[config.mk]
export PLATFORM = sky130hd
export DESIGN_NAME = core_result_hub
export DESIGN_NICKNAME = d
export VERILOG_FILES = /design/src/rtl/core_result_hub.sv
export SDC_FILE = /design/constraint.sdc
export NUM_CORES = 1
export LEC_CHECK = 0
export CELL_PAD_IN_SITES_DETAIL_PLACEMENT = 0
export CELL_PAD_IN_SITES_GLOBAL_PLACEMENT = 1
export CORE_ASPECT_RATIO = 1.4
export CORE_MARGIN = 2
export CORE_UTILIZATION = 37
export CTS_BUF_LIST = sky130_fd_sc_hd__clkbuf_16
export CTS_CLUSTER_DIAMETER = 60
export CTS_CLUSTER_SIZE = 24
export DETAILED_ROUTE_END_ITERATION = 10
export GPL_TIMING_DRIVEN = 0
export PLACE_DENSITY = 0.81
export SYNTH_ARGS = -nofsm -noshare
export SYNTH_HDL_FRONTEND = slang
export SYNTH_SLANG_ARGS = --single-unit
[constraint.sdc]
create_clock -name Clk -period 2.7 [get_ports Clk]
set_clock_uncertainty 0.15 [all_clocks]
set_input_delay 0.27 -clock Clk [delete_from_list [all_inputs] [get_ports Clk]]
set_output_delay 0.27 -clock Clk [all_outputs]
set_load 0.05 [all_outputs]
[src/rtl/core_result_hub.sv]
// Result collection hub: sequences per-child reset release, captures one result
// pair per child per round (sticky), and serves registered reads by child index.
module core_result_hub #(
    parameter int NUM_CHILDREN = 5,
    parameter int DATA_W       = 32,
    parameter int ADDR_W       = 3,
    parameter int RST_DELAY    = 5,
    parameter int RST_STAGGER  = 0
) (
    input  logic                           Clk,
    input  logic                           Reset,
    input  logic [NUM_CHILDREN-1:0]        child_flag,
    input  logic [NUM_CHILDREN*DATA_W-1:0] child_val_1,
    input  logic [NUM_CHILDREN*DATA_W-1:0] child_val_2,
    input  logic                           clear,
    input  logic [ADDR_W-1:0]              rd_addr,
    output logic [NUM_CHILDREN-1:0]        child_reset,
    output logic [DATA_W-1:0]              rd_val_1,
    output logic [DATA_W-1:0]              rd_val_2,
    output logic                           rd_valid,
    output logic [NUM_CHILDREN-1:0]        done_mask,
    output logic                           all_done,
    output logic [ADDR_W:0]                done_count
);

    localparam int MAX_CNT = RST_DELAY + (NUM_CHILDREN - 1) * RST_STAGGER;
    localparam int CNT_W   = $clog2(MAX_CNT + 1);
    localparam logic [CNT_W-1:0] MAX_C = CNT_W'(MAX_CNT);
    localparam logic [ADDR_W:0]  NC    = (ADDR_W + 1)'(NUM_CHILDREN);

    logic [CNT_W-1:0]        cnt_q, cnt_d;
    logic [NUM_CHILDREN-1:0] crst_q, crst_d;
    logic [NUM_CHILDREN-1:0] done_q, done_d;
    logic [NUM_CHILDREN-1:0] cap;
    logic [DATA_W-1:0]       v1_q [NUM_CHILDREN];
    logic [DATA_W-1:0]       v2_q [NUM_CHILDREN];
    logic [DATA_W-1:0]       v1_d [NUM_CHILDREN];
    logic [DATA_W-1:0]       v2_d [NUM_CHILDREN];
    logic [DATA_W-1:0]       rd1_q, rd1_d, rd2_q, rd2_d;
    logic                    rdv_q, rdv_d;
    logic [ADDR_W:0]         pop;

    always_comb begin
        cnt_d = (cnt_q == MAX_C) ? cnt_q : cnt_q + 1'b1;
        // Release is judged on the post-edge count so child i drops on the edge it is reached.
        for (int i = 0; i < NUM_CHILDREN; i++)
            crst_d[i] = (cnt_d < CNT_W'(RST_DELAY + i * RST_STAGGER));

        cap    = child_flag & ~done_q & ~crst_q & {NUM_CHILDREN{~clear}};
        done_d = clear ? '0 : (done_q | cap);
        for (int i = 0; i < NUM_CHILDREN; i++) begin
            v1_d[i] = cap[i] ? child_val_1[i*DATA_W +: DATA_W] : v1_q[i];
            v2_d[i] = cap[i] ? child_val_2[i*DATA_W +: DATA_W] : v2_q[i];
        end

        rd1_d = '0;
        rd2_d = '0;
        rdv_d = 1'b0;
        if ({1'b0, rd_addr} < NC) begin
            rd1_d = v1_d[rd_addr];
            rd2_d = v2_d[rd_addr];
            rdv_d = done_d[rd_addr];
        end
    end

    always_ff @(posedge Clk) begin
        if (Reset) begin
            cnt_q  <= '0;
            crst_q <= '1;
            done_q <= '0;
            rd1_q  <= '0;
            rd2_q  <= '0;
            rdv_q  <= 1'b0;
            for (int i = 0; i < NUM_CHILDREN; i++) begin
                v1_q[i] <= '0;
                v2_q[i] <= '0;
            end
        end else begin
            cnt_q  <= cnt_d;
            crst_q <= crst_d;
            done_q <= done_d;
            rd1_q  <= rd1_d;
            rd2_q  <= rd2_d;
            rdv_q  <= rdv_d;
            for (int i = 0; i < NUM_CHILDREN; i++) begin
                v1_q[i] <= v1_d[i];
                v2_q[i] <= v2_d[i];
            end
        end
    end

    always_comb begin
        pop = '0;
        for (int i = 0; i < NUM_CHILDREN; i++)
            pop = pop + {{ADDR_W{1'b0}}, done_q[i]};
    end

    assign child_reset = crst_q;
    assign rd_val_1    = rd1_q;
    assign rd_val_2    = rd2_q;
    assign rd_valid    = rdv_q;
    assign done_mask   = done_q;
    assign all_done    = &done_q;
    assign done_count  = pop;

endmodule

# ---- Yosys cells after proc, flatten, opt, wreduce, memory -nomap -nowiden
# Memories as Yosys holds them, arrays and structs flattened.
# Index checks and enable logic that the tools add are counted.
dict set report word_totals {
  reg_bits 74
  latchBits 0
  n_memories 2
  ram_bits 320
  out_inout_bits 80
  word_cells 72
  romBits 0
}
dict set report op_classes {
  order_cmp 4
  bitwise 19
  n_mul 0
  div_mod_pow 0
  shift 0
  n_mux 33
  n_addsub 5
  n_eq_ne 1
  reduce_logical 2
}
# name words width read_ports rd_clocked_by_memory_dff wr line_no
set memory_table {}
lappend memory_table {v1_q 5 32 5 0 5 35} ;# logic [DATA_W-1:0] v1_q [NUM_CHILDREN];
lappend memory_table {v2_q 5 32 5 0 5 36} ;# logic [DATA_W-1:0] v2_q [NUM_CHILDREN];
# op count
set op_table {}
lappend op_table {{32-bit 2-to-1 mux} 24}
lappend op_table {{32-bit binary-select mux with 3-bit select} 2}
lappend op_table {{5-bit bitwise AND} 3}
lappend op_table {{5-bit inverter} 2}
lappend op_table {{1-bit OR} 10}
lappend op_table {{3-bit less-than comparator, second input constant} 2}
lappend op_table {{5-bit 2-to-1 mux} 1}
lappend op_table {{5-bit OR} 1}
lappend op_table {{5-bit AND reduction} 1}
lappend op_table {{3-bit by 1-bit adder with 4-bit output} 1}
lappend op_table {{4-bit by 1-bit adder with 4-bit output} 1}
lappend op_table {{4-bit >= comparator, second input constant} 1}
lappend op_table {{3-bit by 4-bit less-than comparator with 1-bit output, second input constant} 1}
lappend op_table {{1-bit 2-to-1 mux} 4}
lappend op_table {{3-bit inverter with 4-bit output} 1}
lappend op_table {{2-bit by 1-bit adder with 3-bit output} 1}
lappend op_table {{3-bit by 1-bit adder with 3-bit output, second input constant} 1}
lappend op_table {{1-bit binary-select mux with 3-bit select} 1}
lappend op_table {{3-bit equality test, second input constant} 1}
lappend op_table {{3-bit 2-to-1 mux} 1}
lappend op_table {{1-bit by 1-bit adder with 2-bit output} 1}
lappend op_table {{1-bit inverter} 2}
lappend op_table {{2-bit OR reduction} 1}

# ---- Logic depth before layout (Yosys ltp)
# Gate-level depths: netlist of the first run.
dict set report logic_depth {
  ltp_word 8
  depth_mapped 7
  depth_no_buf 5
}

# ---- Worst setup path after synthesis of the first run
# No wires, ideal clock.
dict set report synth_path {
  path_type {register to output}
  startpoint {reg done_q[0], in the netlist done_mask[0]}
  endpoint {out done_count[1]}
  path_slack_ns -0.038
  t_required_ns 2.280
  path_stages_with_launch 6
  n_path_buf 0
  t_arrival_ns 2.318
  path_cell_list {dfxtp_1 -> inv_1 -> fa_1 -> inv_1 -> fa_1 -> ha_1}
}
dict set report synth_between {
  elab_chain_len 4
}
# item line_no
set synth_rtl {}
lappend synth_rtl {{start, declared} 33} ;# logic [NUM_CHILDREN-1:0] done_q, done_d;
lappend synth_rtl {{start signal, assigned} 81} ;# done_q <= done_d;
lappend synth_rtl {{1-bit by 1-bit adder with 2-bit output} 95} ;# pop = pop + {{ADDR_W{1'b0}}, done_q[i]};
lappend synth_rtl {{2-bit by 1-bit adder with 3-bit output} 95}
lappend synth_rtl {{3-bit by 1-bit adder with 4-bit output} 95}
lappend synth_rtl {{4-bit by 1-bit adder with 4-bit output} 95}
lappend synth_rtl {{end, declared} 23} ;# output logic [ADDR_W:0] done_count
# Every way passes these cells.

# ---- Final worst setup path of the first run
# Ends and elaborated chain as after synthesis.

==> out/metrics.yaml, run 1 <==
sta:
  final_max_slew_viol_count: 0
  holdWs_ns: 0.177
  timing.final.crit_share: 1.01
  final-hold-violation-count: 0
  setup-tns-final_ns: -0.0302
  min_period_ns: 2.73
  finalSetupViolations: 1
  setup_slack_ns: -0.0302
  timing.slew.headroom: 0.458
  worst_pin_slew_ns: 0.813
  fmax_mhz: 366
  rsz0062_at_grt: "yes"
power_and_ir_drop:
  power_density_nw_per_um2: 529
  power.total_mw: 11.6
  p_leak_nw: 7.94
  peakVddDrop_mv: 0.407
logic_synthesis:
  ys_seq_area_frac: 0.490
  yosysUniqueCellTypes: 41
  synth.largest_area_cell: "dfxtp_1"
  synth-async-reset-ratio: 0
  netlist_top_cells_area: "dfxtp_1 (49%), mux2i_1 (20%), nor2_1 (8.4%)"
  ys_warn_count: 0
  syn_nets: 1934
  synthFlopType: "dfxtp_1"
  synthCells: 1597
  synth_top_area_share: 0.490
  synth_edf_count: 0
  syn-cell-area_um2: 16100
  synth.avg_cell_area_um2: 10.1
  synth-seq-cells: 394
critical_path:
  reg2reg_slack_ns: 0.10
  worstPathArrival_ns: 2.31
  end_kind: "output pin"
  cp_max_fo: 2
  path_cells: "inv_2 -> fa_1 -> inv_1 -> fa_2 -> ha_4 -> buf_8"
  cp-start-kind: "flop"
  required_ns: 2.28
  path_class: "reg -> out"
  slowest_stage: "fa_1"
  critical_path_buf_inv_count: 3
  critical_path.top_delay_family: "adder cells"
  crit_path_max_incr_delay_ns: 0.52
grt:
  grt_usage: 0.249
  grt_max_degree: 25
  grt_first_pass_wirelength_um: 85900
  first_global_vias: 14100
  antenna_found_initial: 27
  grt.overflow.total: 0
die:
  fp-row-count: 90
  die_w_um: 180
  core_um2: 43000
  io_pins: 411
  die_h_um: 251
  fp.dieArea_um2: 45200
  start_util: 0.374
routing:
  drt-total-wl_um: 59000
  drt-vias-per-instance: 5.24
  wire_per_inst_um: 22.4
  drc: 0
  first_iter_violations: 704
  drt_first_pass_iters: 6
  vias: 13800
  antenna_left: 0
clocking:
  h-tree-depth: 1
  numCtsBuffers: 26
  clkTransAtPathRegs_ns: 0.09
  clock_tree.buffer_depth: 3
  cts_root_buf: "clkbuf_16"
  cts_tree: "yes"
  clock-sinks: 394
  clkLatencyLatePin_ns: 0.58
  postCtsHoldBufs: 0
placed_design:
  dp_hpwl_um: 45500
  dpl_worst_slack_ns: -0.627
  dpl_cell_area_um2: 20900
  gp_congestion: 0.854
  numPortBuffers: 408
  placedCellCount: 2557
cells_and_area:
  nNetsFinal: 2376
  finalInstanceArea_um2: 22000
  mostFrequentLayoutCells: "clkdlybuf4s50_1 (405), dfxtp_1 (391), nor2_1 (360)"
  drive_gt1_frac: 0.0748
  fin_util: 0.511
  fin_cells: 2631
  synthToLayoutAreaGrowth_pct: 36.4
  final_common_cell: "clkdlybuf4s50_1"
run:
  drv_cap: 0
min_path:
  hold_class: "in -> reg"
status:
  violations: "negative setup slack"
  run_status: "complete, but fails checks"
==> logic make-up (layout without fill, tap and decap cells) <==
| family | after synthesis | count (layout) | share of synthesized area |
|---|---|---|---|
| multiplexers | 355 | 355 | 0.223 |
| AO/OA/AOI/OAI | 237 | 237 | 0.107 |
| buffers and inverters | 152 | 613 | 0.0477 |
| other | 1 | 22 | 0.000233 |
| XOR/XNOR | 1 | 1 | 0.000544 |
| flip-flops | 394 | 394 | 0.490 |
| adder cells (fa/ha/maj) | 6 | 6 | 0.00559 |
| AND/OR/NAND/NOR | 451 | 451 | 0.126 |
==> worst paths after layout <==
check,startpoint,endpoint,cells after the start
worst max-delay path,done_mask[0],done_count[1],6
worst min-delay path,child_val_1[56],v1_q[0][56],3
worst max register to register,child_reset[0],rd_val_1[29],7
worst min register to register,v2_q[0][115],v2_q[0][115],2
==> where the power goes <==
part,leakage (nW),switching (mW),total (mW),internal [mW]
Clock,0.458,2.34,4.47,2.13
Combinational,4.30,0.623,1.26,0.639
Sequential,3.18,0.0255,5.89,5.87
==> registers in the layout, summed over array words and instances (netlist names) <==
name / flops
child_reset: 1
cnt_q: 3
done_mask: 5
rd_val_1: 32
rd_val_2: 32
rd_valid: 1
v1_q: 160
v2_q: 160
==> timing repair <==
| item | CTS | global route |
|---|---|---|
| buffers inserted | 3 | 3 |
| gates resized for setup | 29 | 12 |
| pin swaps | 1 | 1 |
| setup endpoints to repair | 25 | 65 |
==> routing by layer <==
| layer | global-route usage | part of all wire |
|---|---|---|
| met1 | 0.281 | 0.39 |
| met2 | 0.458 | 0.52 |
| met3 | 0.0400 | 0.056 |
| met4 | 0.109 | 0.037 |
| met5 | 0 | 0.0015 |
==> cell usage after synthesis (2+ instances only) <==
library cell	count
buf_6	10
mux2_2	31
o221ai_1	32
inv_1	8
nor4b_2	4
o21ai_0	34
ha_1	4
a211o_1	32
nand2b_1	3
dfxtp_1	394
buf_4	28
nor2_1	360
nand2_1	5
clkbuf_1	88
a21oi_1	6
nor3_1	4
o211a_1	32
buf_1	3
o22ai_1	96
mux2i_1	324
buf_2	14
nand3b_1	63
fa_1	2
nor4bb_1	2
or2_2	2
==> layout make-up <==
| class | count | area (um^2) |
|---|---|---|
| fillers | 4002 | 21000 |
| flip-flops and latches | 394 | 7900 |
| multi-input cells | 1051 | 7490 |
| repair buffers | 414 | 4140 |
| plain buffers | 143 | 751 |
| well taps | 552 | 691 |
| clock buffers | 27 | 676 |
| clock inverters | 20 | 248 |
| diodes | 21 | 52.6 |
| inverters | 9 | 33.8 |
==> worst register-to-register path, cell delays in order (launching register included) <==
cell and delay, ns:
dfxtp_1 0.38, buf_2 0.22, nor4b_4 0.41, buf_6 0.26, buf_4 0.27, mux2i_1 0.29, o22ai_1 0.16, a211o_1 0.34
No activity file was read; power rests on OpenSTA's default activity.
==> run 2: changes to the inputs <==
--- a/config.mk
+++ b/config.mk
@@ -15,7 +15,7 @@
 export CTS_CLUSTER_SIZE = 24
 export DETAILED_ROUTE_END_ITERATION = 10
 export GPL_TIMING_DRIVEN = 0
-export PLACE_DENSITY = 0.81
+export PLACE_DENSITY_LB_ADDON = 0.1
 export SYNTH_ARGS = -nofsm -noshare
 export SYNTH_HDL_FRONTEND = slang
 export SYNTH_SLANG_ARGS = --single-unit
==> run 2 against run 1 <==
Compared with the run above:
- the flow still finishes with violations (negative setup slack)
- via count fell by 2.2%
- final area up 0.58%
- power increased by 4.1%
- critical endpoint unchanged
- non-clock buffer count shrank 2
- combinational power is essentially flat
- highest routed layer unchanged
- first-iteration DRC count decreased by 13%
==> out/metrics.yaml, run 2 (synthesized netlist as in run 1, its figures left out) <==
status:
  run_status: "complete, but fails checks"
  violations: "negative setup slack"
cells_and_area:
  reg_top3: "v1_q: 160 flops, v2_q: 160 flops"
  fin_cells: 2627  # -0.15%
  mostFrequentLayoutCells: "clkdlybuf4s50_1 (405), dfxtp_1 (391), nor2_1 (360)"
  regArea_um2: 7900  # about the same
  fillers: 4111  # +2.7%
  synthToLayoutAreaGrowth_pct: 37.2
  final_common_cell: "clkdlybuf4s50_1"
  drive_gt1_frac: 0.0785  # +0.00362
  finalInstanceArea_um2: 22100  # +0.58%
  multi_input_area_um2: 7500  # +0.12%
  nNetsFinal: 2378  # +0.084%
placed_design:
  numPortBuffers: 408  # unchanged
  dp_hpwl_um: 44200  # -2.9%
  gp_congestion: 0.819  # -4.1%
  dpl_cell_area_um2: 20900  # unchanged
  placedCellCount: 2557  # unchanged
critical_path:
  slowest_stage: "fa_1"
  cp-start-kind: "flop"
  path_class: "reg -> out"
  reg2reg_slack_ns: 0.13  # +0.03 ns
  worstReg2RegStart: "child_reset[0]"
  required_ns: 2.28  # about the same
  end_kind: "output pin"
  critical_path.top_delay_family: "adder cells"
  critical_path.startpoint: "done_mask[0]"
  crit_path_max_incr_delay_ns: 0.52  # about the same
  path_cells: "inv_2 -> fa_1 -> inv_1 -> fa_2 -> ha_4 -> buf_8"
  worstPathArrival_ns: 2.32  # about the same
  r2r_cells: 7  # unchanged
  reg2reg_to: "rd_val_1[15]"
  cp_max_fo: 2  # unchanged
  critical_path_buf_inv_count: 3  # unchanged
die:
  fp.dieArea_um2: 45200  # unchanged
  core_um2: 43000  # unchanged
  start_util: 0.374  # unchanged
  fp-row-count: 90  # unchanged
  die_h_um: 251  # unchanged
  io_pins: 411  # unchanged
  die_w_um: 180  # unchanged
power_and_ir_drop:
  p_leak_nw: 8.00  # +0.79%
  power_density_nw_per_um2: 548  # +3.5%
  peakVddDrop_mv: 0.386  # -5.2%
  power.total_mw: 12.1  # +4.1%
clocking:
  clock-sinks: 394  # unchanged
  clock_tree.buffer_depth: 3  # unchanged
  clkLatencyLatePin_ns: 0.60  # +0.02 ns
  h-tree-depth: 1  # unchanged
  cts_root_buf: "clkbuf_16"
  cts_tree: "yes"
  clkTransAtPathRegs_ns: 0.09  # about the same
  numCtsBuffers: 30  # +15%
sta:
  min_period_ns: 2.74  # +0.00813 ns
  timing.final.crit_share: 1.01  # +0.00301
  timing.slew.headroom: 0.441  # -0.0172
  setup_slack_ns: -0.0383  # -0.00813 ns
  final_max_slew_viol_count: 0  # unchanged
  worst_pin_slew_ns: 0.839  # +0.0257 ns
  fmax_mhz: 365  # -0.30%
  finalSetupViolations: 1  # unchanged
  final-hold-violation-count: 0  # unchanged
  rsz0062_at_grt: "yes"
grt:
  grt_max_degree: 24  # -4.0%
  grt.overflow.total: 0  # unchanged
  first_global_vias: 14000  # -0.67%
  grt_first_pass_wirelength_um: 84500  # -1.6%
  antenna_found_initial: 16  # -41%
  grt_usage: 0.245  # -0.00402
routing:
  vias: 13500  # -2.2%
  first_iter_violations: 615  # -13%
  drc: 0  # unchanged
  drt-total-wl_um: 57600  # -2.4%
  drt_first_pass_iters: 5  # -1
  drt-vias-per-instance: 5.14  # -2.0%
  antenna_left: 0  # unchanged
  wire_per_inst_um: 21.9  # -2.2%
min_path:
  hold_start: "child_val_1[6]"
  hold_path_end: "v1_q[0][6]"
  hold_class: "in -> reg"
  worstHoldPathCells: 3  # unchanged
run:
  drv_cap: 0  # unchanged
==> run 2: worst max-delay path by stage <==
stage / endpoint / slack, ns / depth (start not counted)
floorplan: done_count[1] / 0.05 / 5
global placement: rd_val_2[7] / -0.62 / 8
detailed placement: rd_val_2[7] / -0.63 / 8
CTS: done_count[1] / -0.09 / 6
global route: done_count[1] / -0.12 / 6
finish: done_count[1] / -0.04 / 6
==> run 2: layer usage <==
metal	wire length [um]	global-route usage	share of wire	vias up
met4	1450	0.0850	0.025	12
met5	77	0	0.0013	-
li1	-	-	-	6542
met3	2970	0.0430	0.052	70
met1	23100	0.280	0.40	6499
met2	30000	0.454	0.52	376
==> run 2: through the flow <==
step | setup slack, ns | utilization | setup TNS (ns) | hold slack, ns
global placement | -0.619 | 0.485 | -23.73 | 0.317
detailed placement | -0.632 | 0.485 | -24.06 | 0.325
floorplan | 0.0460 | - | 0 | 0.267
CTS | -0.0850 | 0.512 | -0.0850 | 0.141
finish | -0.0383 | 0.514 | -0.0383 | 0.161
global route | -0.119 | 0.514 | -0.141 | 0.154
==> run 2: worst min-delay path, cell delays in order <==
cell and delay (ns):
clkdlybuf4s50_1 0.45, mux2i_1 0.08, nor2_1 0.08
==> run 2: report_power, final <==
group	total [mW]	leakage (nW)	switching [mW]	internal, mW
Sequential	5.89	3.18	0.0249	5.87
Combinational	1.26	4.29	0.619	0.639
Clock	4.95	0.529	2.55	2.40
Total	12.1	8.00	3.19	8.91
==> run 2: area by class of cell <==
| cell class | instances | share of cell area |
|---|---|---|
| Tap cell | 552 | 0.0313 |
| Antenna cell | 10 | 0.00113 |
| Timing Repair Buffer | 412 | 0.187 |
| Inverter | 9 | 0.00153 |
| Clock inverter | 26 | 0.0149 |
| Sequential cell | 394 | 0.357 |
| Multi-Input combinational cell | 1051 | 0.339 |
| Buffer | 143 | 0.0339 |
| Clock buffer | 30 | 0.0340 |
==> run 2: what timing repair did <==
item | 4_1_cts | 5_1_grt
setup endpoints to repair | 27 | 41
gates resized for setup | 31 | 12
gates cloned | 0 | 0
setup buffers | 3 | 1
pin swaps | 1 | 2
hold buffers | 0 | 0
==> run 3: changes to the inputs <==
--- a/config.mk
+++ b/config.mk
@@ -5,11 +5,12 @@
 export SDC_FILE = /design/constraint.sdc
 export NUM_CORES = 1
 export LEC_CHECK = 0
+export ABC_AREA = 1
 export CELL_PAD_IN_SITES_DETAIL_PLACEMENT = 0
 export CELL_PAD_IN_SITES_GLOBAL_PLACEMENT = 1
 export CORE_ASPECT_RATIO = 1.4
 export CORE_MARGIN = 2
-export CORE_UTILIZATION = 37
+export CORE_UTILIZATION = 35
 export CTS_BUF_LIST = sky130_fd_sc_hd__clkbuf_16
 export CTS_CLUSTER_DIAMETER = 60
 export CTS_CLUSTER_SIZE = 24
==> run 3 against run 2 <==
Compared with the run above:
- the run still ends with negative setup slack left
- power grew 12%
- count of clock-buffer cells in the layout grew 5
- synthesized area up 15%
- maximum frequency up 0.19%
- clock power up 8.3%
- critical path depth stayed put
- setup slack better by 0.0052 ns
- sequential power rose by 2%
- utilization fell by 4.0 points
- flip-flop and latch count is the same
==> out/metrics.yaml, run 3 <==
power_and_ir_drop:
  power_density_nw_per_um2: 549  # +0.20%
  peakVddDrop_mv: 0.352  # -8.7%
  p_leak_nw: 10.9  # +36%
run:
  drv_cap: 0  # unchanged
logic_synthesis:
  syn_nets: 3173  # +64%
  synth-seq-cells: 394  # unchanged
  synth_edf_count: 0  # unchanged
  netlist_top_cells_area: "dfxtp_1 (43%), nand3_1 (16%), nand2_1 (15%)"
  syn-cell-area_um2: 18500  # +15%
  ys_seq_area_frac: 0.426  # -0.0639
  ys_warn_count: 0  # unchanged
  yosysUniqueCellTypes: 19  # -54%
  synthFlopType: "dfxtp_1"
  synth_top_area_share: 0.426  # -0.0639
  ys_top_cells_by_count: "nand2_1 (717), nand3_1 (582), inv_1 (467)"
  synth.most_common_cell: "nand2_1"
  synth.largest_area_cell: "dfxtp_1"
  synth.avg_cell_area_um2: 6.53  # -35%
  synth-async-reset-ratio: 0  # unchanged
  synthCells: 2836  # +78%
die:
  start_util: 0.354  # -0.0200
  die_h_um: 276  # +10%
  die_w_um: 198  # +10%
  fp-row-count: 99  # +10%
  fp.dieArea_um2: 54800  # +21%
  io_pins: 411  # unchanged
  core_um2: 52300  # +22%
cells_and_area:
  reg_top3: "v1_q: 160 flops, v2_q: 160 flops"
  fin_util: 0.474  # -0.0400
  synthToLayoutAreaGrowth_pct: 33.7
  mostFrequentLayoutCells: "nand2_1 (717), nand3_1 (582), inv_1 (464)"
  nNetsFinal: 3623  # +52%
  fin_cells: 4021  # +53%
  drive_gt1_frac: 0.0520  # -0.0265
  final_common_cell: "nand2_1"
grt:
  grt.overflow.total: 0  # unchanged
  grt_first_pass_wirelength_um: 108000  # +28%
  grt_usage: 0.261  # +0.0159
  grt_max_degree: 25  # +4.2%
  first_global_vias: 18200  # +30%
  antenna_found_initial: 3  # -13
sta:
  rsz0062_at_grt: "yes"
  worst_pin_slew_ns: 0.981  # +0.142 ns
  final-hold-violation-count: 0  # unchanged
  fmax_mhz: 366  # +0.19%
  setup_slack_ns: -0.0331  # +0.00520 ns
  min_period_ns: 2.73  # -0.00520 ns
  timing.slew.headroom: 0.346  # -0.0949
  timing.final.crit_share: 1.01  # -0.00193
  final_max_slew_viol_count: 0  # unchanged
  finalSetupViolations: 1  # unchanged
clocking:
  postCtsHoldBufs: 0  # unchanged
  clock_tree.buffer_depth: 3  # unchanged
  cts_root_buf: "clkbuf_16"
  clkLatencyLatePin_ns: 0.58  # -0.02 ns
  clock-sinks: 394  # unchanged
  clkTransAtPathRegs_ns: 0.08  # about the same
  cts_tree: "yes"
  h-tree-depth: 2  # +1
  numCtsBuffers: 34  # +13%
routing:
  first_iter_violations: 1308  # +110%
  drt-vias-per-instance: 4.73  # -8.0%
  vias: 19000  # +41%
  drt-total-wl_um: 73200  # +27%
  wire_per_inst_um: 18.2  # -17%
  drc: 0  # unchanged
  drt_first_pass_iters: 6  # +1
  antenna_left: 0  # unchanged
placed_design:
  gp_congestion: 0.887  # +8.3%
  placedCellCount: 3952  # +55%
  dp_hpwl_um: 59200  # +34%
  numPortBuffers: 409  # +0.25%
min_path:
  hold_class: "in -> reg"
critical_path:
  cp-start-kind: "flop"
  required_ns: 2.28  # about the same
  worstPathArrival_ns: 2.31  # about the same
  end_kind: "output pin"
  path_class: "reg -> out"
  cp_max_fo: 3  # +1
status:
  violations: "negative setup slack"
  run_status: "complete, but fails checks"
[run 3: cell types whose count changed after synthesis, moves of 62 or more]
cell / before / now
nand2_1: 5 / 717
nand3_1: 1 / 582
inv_1: 8 / 467
mux2i_1: 324 / 0
a21oi_1: 6 / 197
nor2_1: 360 / 203
o22ai_1: 96 / 0
o21a_1: 0 / 64
nand3b_1: 63 / 0
buf_2: 14 / 76
[run 3: stage by stage]
step                cell area (um^2)  TNS, ns  worst slack [ns]  hold slack (ns)  power, mW
finish                         24800  -0.0331           -0.0331            0.161       13.6
global placement               23500   -34.20            -0.364            0.305       8.33
CTS                            24700  -0.0662           -0.0662            0.152       13.7
floorplan                      18500        0            0.0287            0.296       7.28
global route                   24800  -0.0982           -0.0982            0.181       14.1
detailed placement             23500   -38.84            -0.385            0.309       8.36
[run 3: cell families (layout without fill, tap and decap cells)]
kind of cell               count (synthesis)  after routing  synth area share
DFF                                      394            394             0.426
buffers and inverters                    662           1134             0.143
AOI/OAI and AO/OA                        268            268            0.0813
other                                      1              7          0.000202
adders and majority gates                  6              6           0.00486
and+or+nand+nor                         1504           1504             0.345
xor gates and xnor gates                   1              1          0.000473
[run 3: path summary, 6_finish.rpt]
path | depth (start not counted) | start | slack, ns | end
min | 3 | child_val_2[93] | 0.16 | v2_q[0][93]
max reg2reg | 11 | done_mask[1] | 0.18 | rd_val_2[13]
min reg2reg | 2 | v2_q[0][103] | 0.32 | v2_q[0][103]
max | 6 | done_mask[1] | -0.03 | done_count[1]
[run 3: area by class of cell]
class / count / area, um^2
inverter: 467 / 1760
fill: 5570 / 27500
clock buffer: 35 / 876
clock inverter: 23 / 288
sequential: 394 / 7900
multi-input combinational: 1780 / 8010
buffer: 195 / 900
antenna: 6 / 15.0
tap: 707 / 885
timing repair buffer: 414 / 4140
[run 3: worst max-delay path: stages (launching register included)]
cell and delay [ns]:
dfxtp_4 0.37, inv_4 0.05, fa_1 0.51, inv_2 0.05, fa_2 0.35, ha_4 0.29
buf_8 0.14
[run 3: per-layer routing]
metal / up-vias / track usage / routed length, um
met5: - / 0 / 0
met4: 0 / 0.0792 / 2110
met3: 96 / 0.0346 / 4190
met2: 585 / 0.452 / 35200
met1: 8625 / 0.334 / 31700
li1: 9706 / - / -
[run 3: timing repair]
item,CTS,global route
buffers inserted,3,2
cloned,0,0
gates resized for setup,32,9
setup endpoints to repair,4,15
pin swaps,3,2
[run 3: report_power, final]
part           total (mW)  internal (mW)  switching, mW
sequential           6.03           5.97         0.0537
clock                5.36           2.77           2.59
combinational        2.20          0.886           1.31
total                13.6           9.63           3.95
